$ cat config.mk
export PLATFORM = sky130hd
export DESIGN_NAME = serial_add_unit_flat
export DESIGN_NICKNAME = d
export VERILOG_FILES = /design/src/rtl/serial_add_unit_if.sv /design/src/rtl/serial_add_unit.sv /design/src/flat_wrapper.sv
export SDC_FILE = /design/constraint.sdc
export NUM_CORES = 1
export LEC_CHECK = 0
export ABC_CLOCK_PERIOD_IN_PS = 1850
export CORE_AREA = 5 5 118 120
export DETAILED_ROUTE_END_ITERATION = 7
export DIE_AREA = 0 0 123 125
export PLACE_DENSITY_LB_ADDON = 0.15
export SYNTH_ARGS = -nofsm -noshare
export SYNTH_HDL_FRONTEND = slang
export SYNTH_HIERARCHICAL = 1
export SYNTH_SLANG_ARGS = --single-unit
$ cat constraint.sdc
create_clock -name clk -period 1.85 [get_ports clk]
set_input_delay 0.185 -clock clk [delete_from_list [all_inputs] [get_ports clk]]
set_output_delay 0.185 -clock clk [all_outputs]
set_load 0.01 [all_outputs]
$ cat src/rtl/serial_add_unit_if.sv
// Handshake bundle for the bit-serial add/subtract unit.
// The master side supplies operands and accepts results, and the slave side is the unit itself.
interface serial_add_unit_if #(
  parameter int WIDTH = 32
);
  // operand side
  logic             in_valid;
  logic             in_ready;
  logic [WIDTH-1:0] a;
  logic [WIDTH-1:0] b;
  logic             sub;
  // result side
  logic             out_valid;
  logic             out_ready;
  logic [WIDTH-1:0] result;
  logic             cout;
  logic             overflow;
  logic             zero;

  modport master (
    output in_valid, a, b, sub, out_ready,
    input  in_ready, out_valid, result, cout, overflow, zero
  );

  modport slave (
    input  in_valid, a, b, sub, out_ready,
    output in_ready, out_valid, result, cout, overflow, zero
  );
endinterface

$ cat src/rtl/serial_add_unit.sv
// Bit-serial add/subtract engine.
// One full adder and a registered carry process a single operand bit per clock, LSB first.
// A subtract is done as A + ~B + 1: B is inverted at capture, and the carry is seeded with 1.

module full_adder (
  input  logic a,
  input  logic b,
  input  logic ci,
  output logic s,
  output logic co
);
  assign s  = a ^ b ^ ci;
  assign co = (a & b) | (a & ci) | (b & ci);
endmodule

module serial_add_unit #(
  parameter int WIDTH = 32,
  parameter int CNT_W = 6
) (
  input  logic               clk,
  input  logic               rst,
  serial_add_unit_if.slave   bus
);

  typedef enum logic [1:0] {IDLE, RUN, DONE} state_t;

  localparam logic [CNT_W-1:0] LAST_BIT = CNT_W'(WIDTH - 1);

  state_t           state;
  logic [CNT_W-1:0] counter;
  logic             carry;
  logic [WIDTH-1:0] a_sh;
  logic [WIDTH-1:0] b_sh;
  // Only WIDTH-1 partial sum bits are stored. The last bit goes directly into result on the final edge.
  logic [WIDTH-2:0] sum_sh;

  logic             in_ready_q;
  logic             out_valid_q;
  logic [WIDTH-1:0] result_q;
  logic             cout_q;
  logic             overflow_q;
  logic             zero_q;

  logic             fa_s;
  logic             fa_c;
  logic [WIDTH-1:0] next_sum;

  full_adder u_fa (
    .a  (a_sh[0]),
    .b  (b_sh[0]),
    .ci (carry),
    .s  (fa_s),
    .co (fa_c)
  );

  // The current sum bit enters at the MSB, so after WIDTH shifts the LSB has reached bit 0.
  assign next_sum = {fa_s, sum_sh};

  // Control FSM, datapath shift registers, and registered outputs
  // NOTE: all state in this block uses non-blocking assignments, so every right-hand side reads the values from before the edge.
  always_ff @(posedge clk) begin
    if (rst) begin
      // NOTE: the reset also clears the shift registers and carry, so an operation cut short by reset leaves no partial state behind.
      state       <= IDLE;
      counter     <= '0;
      carry       <= 1'b0;
      a_sh        <= '0;
      b_sh        <= '0;
      sum_sh      <= '0;
      in_ready_q  <= 1'b1;
      out_valid_q <= 1'b0;
      result_q    <= '0;
      cout_q      <= 1'b0;
      overflow_q  <= 1'b0;
      zero_q      <= 1'b0;
    end else begin
      case (state)
        IDLE: begin
          if (bus.in_valid) begin
            a_sh       <= bus.a;
            b_sh       <= bus.sub ? ~bus.b : bus.b;
            carry      <= bus.sub;
            counter    <= '0;
            in_ready_q <= 1'b0;
            state      <= RUN;
          end
        end

        RUN: begin
          a_sh    <= a_sh >> 1;
          b_sh    <= b_sh >> 1;
          sum_sh  <= next_sum[WIDTH-1:1];
          carry   <= fa_c;
          counter <= counter + CNT_W'(1);
          if (counter == LAST_BIT) begin
            // Here carry holds the carry into the MSB, and fa_c is the carry out of it.
            result_q    <= next_sum;
            cout_q      <= fa_c;
            overflow_q  <= carry ^ fa_c;
            zero_q      <= (next_sum == '0);
            out_valid_q <= 1'b1;
            state       <= DONE;
          end
        end

        DONE: begin
          if (bus.out_ready) begin
            out_valid_q <= 1'b0;
            in_ready_q  <= 1'b1;
            state       <= IDLE;
          end
        end

        default: begin
          state       <= IDLE;
          in_ready_q  <= 1'b1;
          out_valid_q <= 1'b0;
        end
      endcase
    end
  end

  assign bus.in_ready  = in_ready_q;
  assign bus.out_valid = out_valid_q;
  assign bus.result    = result_q;
  assign bus.cout      = cout_q;
  assign bus.overflow  = overflow_q;
  assign bus.zero      = zero_q;

endmodule

$ cat src/flat_wrapper.sv
// flat-port wrapper written by rule: the top's interface ports become plain ports
module serial_add_unit_flat 
#(
  parameter int WIDTH = 32,
  parameter int CNT_W = 6
)
  (clk, rst, bus_in_valid, bus_a, bus_b, bus_sub, bus_out_ready, bus_in_ready, bus_out_valid, bus_result, bus_cout, bus_overflow, bus_zero);
  serial_add_unit_if #(.WIDTH(WIDTH)) bus_i ();
  input  logic clk;
  input  logic rst;
  input wire logic [$bits(bus_i.in_valid)-1:0] bus_in_valid;
  input wire logic [$bits(bus_i.a)-1:0] bus_a;
  input wire logic [$bits(bus_i.b)-1:0] bus_b;
  input wire logic [$bits(bus_i.sub)-1:0] bus_sub;
  input wire logic [$bits(bus_i.out_ready)-1:0] bus_out_ready;
  output wire logic [$bits(bus_i.in_ready)-1:0] bus_in_ready;
  output wire logic [$bits(bus_i.out_valid)-1:0] bus_out_valid;
  output wire logic [$bits(bus_i.result)-1:0] bus_result;
  output wire logic [$bits(bus_i.cout)-1:0] bus_cout;
  output wire logic [$bits(bus_i.overflow)-1:0] bus_overflow;
  output wire logic [$bits(bus_i.zero)-1:0] bus_zero;
  assign bus_i.in_valid = bus_in_valid;
  assign bus_i.a = bus_a;
  assign bus_i.b = bus_b;
  assign bus_i.sub = bus_sub;
  assign bus_i.out_ready = bus_out_ready;
  assign bus_in_ready = bus_i.in_ready;
  assign bus_out_valid = bus_i.out_valid;
  assign bus_result = bus_i.result;
  assign bus_cout = bus_i.cout;
  assign bus_overflow = bus_i.overflow;
  assign bus_zero = bus_i.zero;
  serial_add_unit #(.WIDTH(WIDTH), .CNT_W(CNT_W)) u_core (.clk(clk), .rst(rst), .bus(bus_i));
endmodule
; Yosys cells after proc, flatten, opt, wreduce, memory -nomap -nowiden
; Cells that the tools add are included.
[classes]
add_sub_neg = 1
n_eq_ne = 6
mux = 19
n_bitwise = 11
reduce_logical = 8
[op_table]
columns = cell, n
row1 = $pmux W32 S2, 2
row2 = $mux W32, 3
row3 = $logic_not A32 Y1, 1
row4 = $not A32 Y32, 1
row5 = $pmux W6 S2, 1
row6 = $reduce_and A3 Y1, 3
row7 = $add A6 B1 Y6 const B, 1
row8 = $eq A6 B5 Y1 const B, 1
row9 = $mux W2, 3
row10 = $mux W6, 1
row11 = $pmux W1 S3, 2
row12 = $pmux W2 S3, 1
row13 = $mux W1, 5
row14 = $ne A2 B2 Y1 const B, 2
row15 = $reduce_and A2 Y1, 2
row16 = $and A1 B1 Y1, 3
row17 = $xor A1 B1 Y1, 3
row18 = $eq A2 B1 Y1 const B, 1
row19 = $eq A2 B2 Y1 const B, 1
row20 = $logic_not A2 Y1, 1
row21 = $ne A2 B1 Y1 const B, 1
row22 = $not A1 Y1, 2
row23 = $or A1 B1 Y1, 2
row24 = $pmux W1 S2, 1
row25 = $reduce_bool A2 Y1, 1
[totals]
ff_bits = 141
out_inout_bits = 37

; Logic depth before layout (Yosys ltp)
[depth]
depth_word = 4
depth_mapped = 8
mapped_depth_nobuf = 5

; Modules after synthesis
; Netlist, hierarchy kept.
[modules_own_cells]
columns = module, n_inst, cells_each, area_per_inst_um2, seq_area_each_um2
row1 = serial_add_unit, 1, 714, 5801.8, 2822.7
row2 = full_adder, 1, 1, 20.0, 0.0

; Least setup slack after synthesis
; OpenSTA, ideal clock, no wires.
[synth_timing]
path_type = reg2reg
start = register u_core.counter[0]
end = register u_core.result_q[10] (netlist: u_core/bus.result[10])
arrival_time_ps = 1499
required_time_ps = 1780
setup_slack_ps = 281
path_stages_with_launch = 8
n_path_buf = 2
synth_period_minus_slack_ps = 1569
cell_sequence = dfxtp_1 -> ha_1 -> and3_1 -> clkbuf_1 -> nand3_1 -> clkbuf_1 -> nand2_1 -> a21oi_1
[synth_via]
elab_chain_cells = 2
[synth_lines]
columns = element, line
row1 = start: declaration, serial_add_unit.sv:30  ; logic [CNT_W-1:0] counter;
row2 = start signal: assignment, serial_add_unit.sv:94  ; counter <= counter + CNT_W'(1);
row3 = $eq A6 B5 Y1, serial_add_unit.sv:95  ; if (counter == LAST_BIT) begin
row4 = $reduce_and A2 Y1 (no line), --
row5 = end signal: assignment, serial_add_unit.sv:97  ; result_q <= next_sum;
row6 = end: declaration, serial_add_unit.sv:39  ; logic [WIDTH-1:0] result_q;
; Every way passes these cells.
; A chain may end at the register's enable or synchronous reset.

; Final worst setup path
[layout_timing]
start = register u_core.state[0]
end = register u_core.b_sh[23]
[layout_via]
elab_chain_cells = 3
[layout_lines]
columns = element, line
row1 = start: declaration, serial_add_unit.sv:29  ; state_t state;
row2 = start signal: assignment, serial_add_unit.sv:64  ; state <= IDLE;
row3 = start signal: assignment, serial_add_unit.sv:85  ; state <= RUN;
row4 = start signal: assignment, serial_add_unit.sv:102  ; state <= DONE;
row5 = $eq A2 B1 Y1 / $logic_not A2 Y1 (equally long branches), serial_add_unit.sv:77  ; case (state)
row6 = $reduce_bool A2 Y1 (no line) / $ne A2 B2 Y1 (equally long branches), --
row7 = $reduce_and A2 Y1 (no line), --
row8 = end signal: assignment, serial_add_unit.sv:81  ; b_sh <= bus.sub ? ~bus.b : bus.b;
row9 = end signal: assignment, serial_add_unit.sv:91  ; b_sh <= b_sh >> 1;
row10 = end: declaration, serial_add_unit.sv:33  ; logic [WIDTH-1:0] b_sh;
; Parallel ways exist; a longest one is shown, timed or not.

==> impl_results.rst <==
.. list-table::
   :header-rows: 1

   * - Metric
     - Value
   * - Area growth from synthesis to layout
     - 30.50%
   * - Cells along the critical path
     - buf_4 -> nand2b_1 -> nor2_2 -> buf_12 -> a222oi_1 -> nor2_1
   * - Overall routing resource usage
     - 0.1788
   * - Final core utilization
     - 0.5901
   * - Critical path origin
     - u_core/state[0]
   * - Worst slew margin relative to its limit
     - 0.6925
   * - Worst Setup Path Type
     - reg -> reg
   * - Worst Setup End Kind
     - flop
   * - Final sum of negative setup slack
     - 0 ns
   * - First-pass GRT wire length
     - 22600 um
   * - Post-Syn Area
     - 5822 um2
   * - Synthesized area per cell
     - 8.142 um2
   * - Number of maximum-capacitance constraint violations
     - 0
   * - Fraction of final layout cells sized beyond drive strength 1
     - 0.07503
   * - Highest Clock Rate
     - between 600 and 700 MHz
   * - Diode insertion count for antenna repair
     - 0
   * - Capture instance of the worst register-to-register path
     - u_core/b_sh[23]
   * - Worst EP arrival
     - roughly 2.0 ns
   * - Pwr Density
     - 926.7 nW/um2
   * - Slew @ Worst Pin
     - 0.4612 ns
   * - Run status
     - finished clean
   * - Post-synth net total
     - 786
   * - Total number of placement rows
     - 42
   * - Number of detailed-route iterations in the first pass
     - 8
   * - Worst setup slack after layout
     - 0.1933 ns
   * - Hold crit path type
     - in -> reg
   * - WL/cell
     - 13.71 um
   * - Main area contributors after synthesis
     - dfxtp_1, nor2_1, nand2_1
   * - Setup Buffers After CTS
     - 0
   * - Asr flop ratio synth
     - 0
   * - Ports placed on the boundary
     - approximately 110
   * - Number of levels the H-tree was split into
     - 4
   * - Library cell with the highest instance count after synthesis
     - dfxtp_1
   * - Number of global-route vias before repair
     - 4866
   * - Clock-pin slew on the worst setup and hold paths
     - 0.06 ns
   * - Number of synthesized register bits
     - 141
   * - Placed cell areas
     - about 7100 um2
   * - Proportion of synthesized chip area in sequential cells
     - 0.4848
   * - CTS sink cnt
     - 141
   * - Area of the core
     - 12870 um2
   * - Worst hold path startpoint
     - rst
   * - Synth cell types
     - 36
   * - Fill cell count
     - between 1000 and 1500
   * - Overall die width
     - 123 um
   * - Max-slew violation count
     - 0
   * - Most numerous cell types in the synthesized netlist
     - dfxtp_1, nor2_1, nand2_1
   * - Worst Skew
     - roughly 0.0048 ns
   * - Area share of the leading cell type in the synthesized netlist
     - 0.4848
   * - Initial DRC Count
     - ~430
   * - Stage delay of the slowest cell on the critical path
     - 0.42 ns
   * - CTS tree
     - yes
   * - Most area-hungry cell type in the Yosys netlist
     - dfxtp_1
   * - Slowest-stage cell, CP
     - dfxtp_1
   * - Remaining Overflow, GRT
     - 0
   * - Yosys warning count
     - 6
   * - Unrepaired setup endpoints after global routing
     - no
   * - Worst setup endpoint
     - u_core/b_sh[23]
   * - Root buffer selected by CTS
     - clkbuf_16
   * - Clock buffers created by TritonCTS
     - 17
   * - Pin count of the biggest net entering global routing
     - 47
   * - Setup slack of the worst register-to-register path
     - a little under 0.2 ns
   * - Count of hold buffers inserted by post-cts repair
     - 0
   * - Worst R2R Start
     - u_core/state[0]
   * - Sort of element at the start of the critical path
     - flop
   * - Period utilization
     - 0.8955
   * - Total Die Area
     - 15380 um2
   * - Setup slack at placement
     - 0.02057 ns
   * - Final ANT Viol Nets
     - 0
   * - Average via count per standard cell
     - 5.261
   * - Number of enable flip-flop cells after synthesis
     - 0
   * - Leakage power summed over all cells
     - 2.885 nW
   * - Initial antenna violation count
     - 0
   * - Starting density of the core
     - 0.4522
   * - Setup-violating endpoint count in the final report
     - 0
   * - Data required time of the critical path
     - around 2.1 ns
   * - Dominant synthesized flop cell
     - dfxtp_1
   * - Drc violations
     - 0
   * - Routed via count
     - 5203
   * - Worst-path maximum fanout
     - 33
   * - Final GP Congestion
     - 0.7873
   * - Final Hold Vio Count
     - 0
   * - Final critical delay including setup and external delays
     - 1.657 ns
   * - DPL Wire Length
     - 9209 um
   * - Die Height
     - 125 um
   * - Clock latency reported for the late side of the worst-skew pair
     - 0.41 ns
   * - Worst hold slack across all endpoints
     - 0.2231 ns
   * - Maximum clock insertion buffer count
     - 2
   * - Net total in the final layout
     - roughly 870
   * - Worst vdd ir
     - 0.0005005 V
   * - Routed wire length
     - 13560 um
   * - Number of cell instances on the worst register-to-register path
     - 6
   * - Final instance area
     - ~7600 um2
   * - Number of port buffers
     - 105
   * - Instance count of the mapped netlist
     - 715
[sequential cells by signal (all words and copies together) (netlist names)]
signal	count
u_core/a_sh	32
u_core/b_sh	32
u_core/bus.cout	1
u_core/bus.in_ready	1
u_core/bus.out_valid	1
u_core/bus.overflow	1
u_core/bus.result	32
u_core/bus.zero	1
u_core/carry	1
u_core/counter	6
u_core/state	2
u_core/sum_sh	31
[logic make-up after synthesis]
family / count (synthesis) / share of synthesized area
AOI/OAI and AO/OA: 145 / 0.1760
xor gates and xnor gates: 33 / 0.04965
DFF: 141 / 0.4848
buffers and inverters: 66 / 0.05201
adders and majority gates: 2 / 0.005588
and+or+nand+nor: 326 / 0.2280
muxes: 2 / 0.003868
[worst min path at each step]
| stage | endpoint | depth (start not counted) | slack [ns] |
|---|---|---|---|
| 4_1_cts | u_core/bus.result[2] | 2 | 0.21 |
| 3_5_place_dp | u_core/bus.result[15] | 2 | 0.45 |
| 3_3_place_gp | u_core/bus.result[15] | 2 | 0.44 |
| 6_report | u_core/sum_sh[0] | 2 | 0.22 |
| 2_1_floorplan | u_core/a_sh[31] | 2 | 0.33 |
| 5_1_grt | u_core/bus.result[17] | 2 | 0.23 |
[worst max-delay path, delay by kind of cell, from the launching register on]
kind                   cells  cell delay, ns
buffers and inverters      2            0.45
AO/OA/AOI/OAI              1            0.34
AND/OR/NAND/NOR            3            0.30
flip-flops                 1            0.42
[area by class of cell]
cell class	instances	area, um2	area share
clock buffer	25	495.5	0.06522
clock inverter	7	37.54	0.004941
inverter	2	7.507	0.0009881
multi-input combinational	508	2708	0.3564
sequential	141	2823	0.3715
tap	176	220.2	0.02899
timing repair buffer	130	1306	0.1719
[per-stage QoR]
step / cells / total power [mW]
3_5_place_dp: 957 / 4.094
6_report: 989 / 7.041
5_1_grt: 989 / 7.362
4_1_cts: 989 / 7.117
2_1_floorplan: 715 / 3.794
3_3_place_gp: 957 / 4.067
[power breakdown]
group	internal [mW]	switching, mW	leakage, nW
clock network	1.84	1.17	0.267
registers	3.17	0.0755	1.15
logic	0.404	0.387	1.47
total	5.41	1.63	2.89
[metal layers]
layer  GRT usage  vias up  routed length [um]  part of all wire
li1            -     2627                   -                 -
met1      0.2226     2428                6005              0.44
met2      0.2953      131                6777              0.50
met3     0.05285       17                 638             0.047
met4     0.05928        0                 142             0.010
met5           0        -                   0                 0
[cell usage in the layout (no fill, tap or decap), types with 2 or more instances in the layout]
cell type        netlist  layout
a21oi_1               69      69
a222oi_1              31      31
a22oi_1                3       3
a2bb2oi_1             31      31
and3_1                 3       2
buf_12                 0       6
buf_4                  4      20
clkbuf_1              41       4
clkbuf_16              0      17
clkbuf_8               0       4
clkdlybuf4s50_1        0     103
clkinv_2               0       6
dfxtp_1              141     141
inv_1                  2       2
mux2_2                 2       2
nand2_1              130     130
nand2b_1               2       2
nand3_1                3       3
nand3b_1               2       2
nand4_1                2       2
nor2_1               137     136
nor2_2                 1       2
nor2b_1                4       3
nor3_1                34      34
nor4_1                 7       7
o21ai_0                3       3
o22ai_1                2       2
xor2_1                32      32
[what timing repair did]
item / in CTS / in global routing
gates resized for setup: 0 / 1
setup endpoints to repair: 0 / 11
hold endpoints to repair: 0 / 0
(Power assumes the default switching activity.)
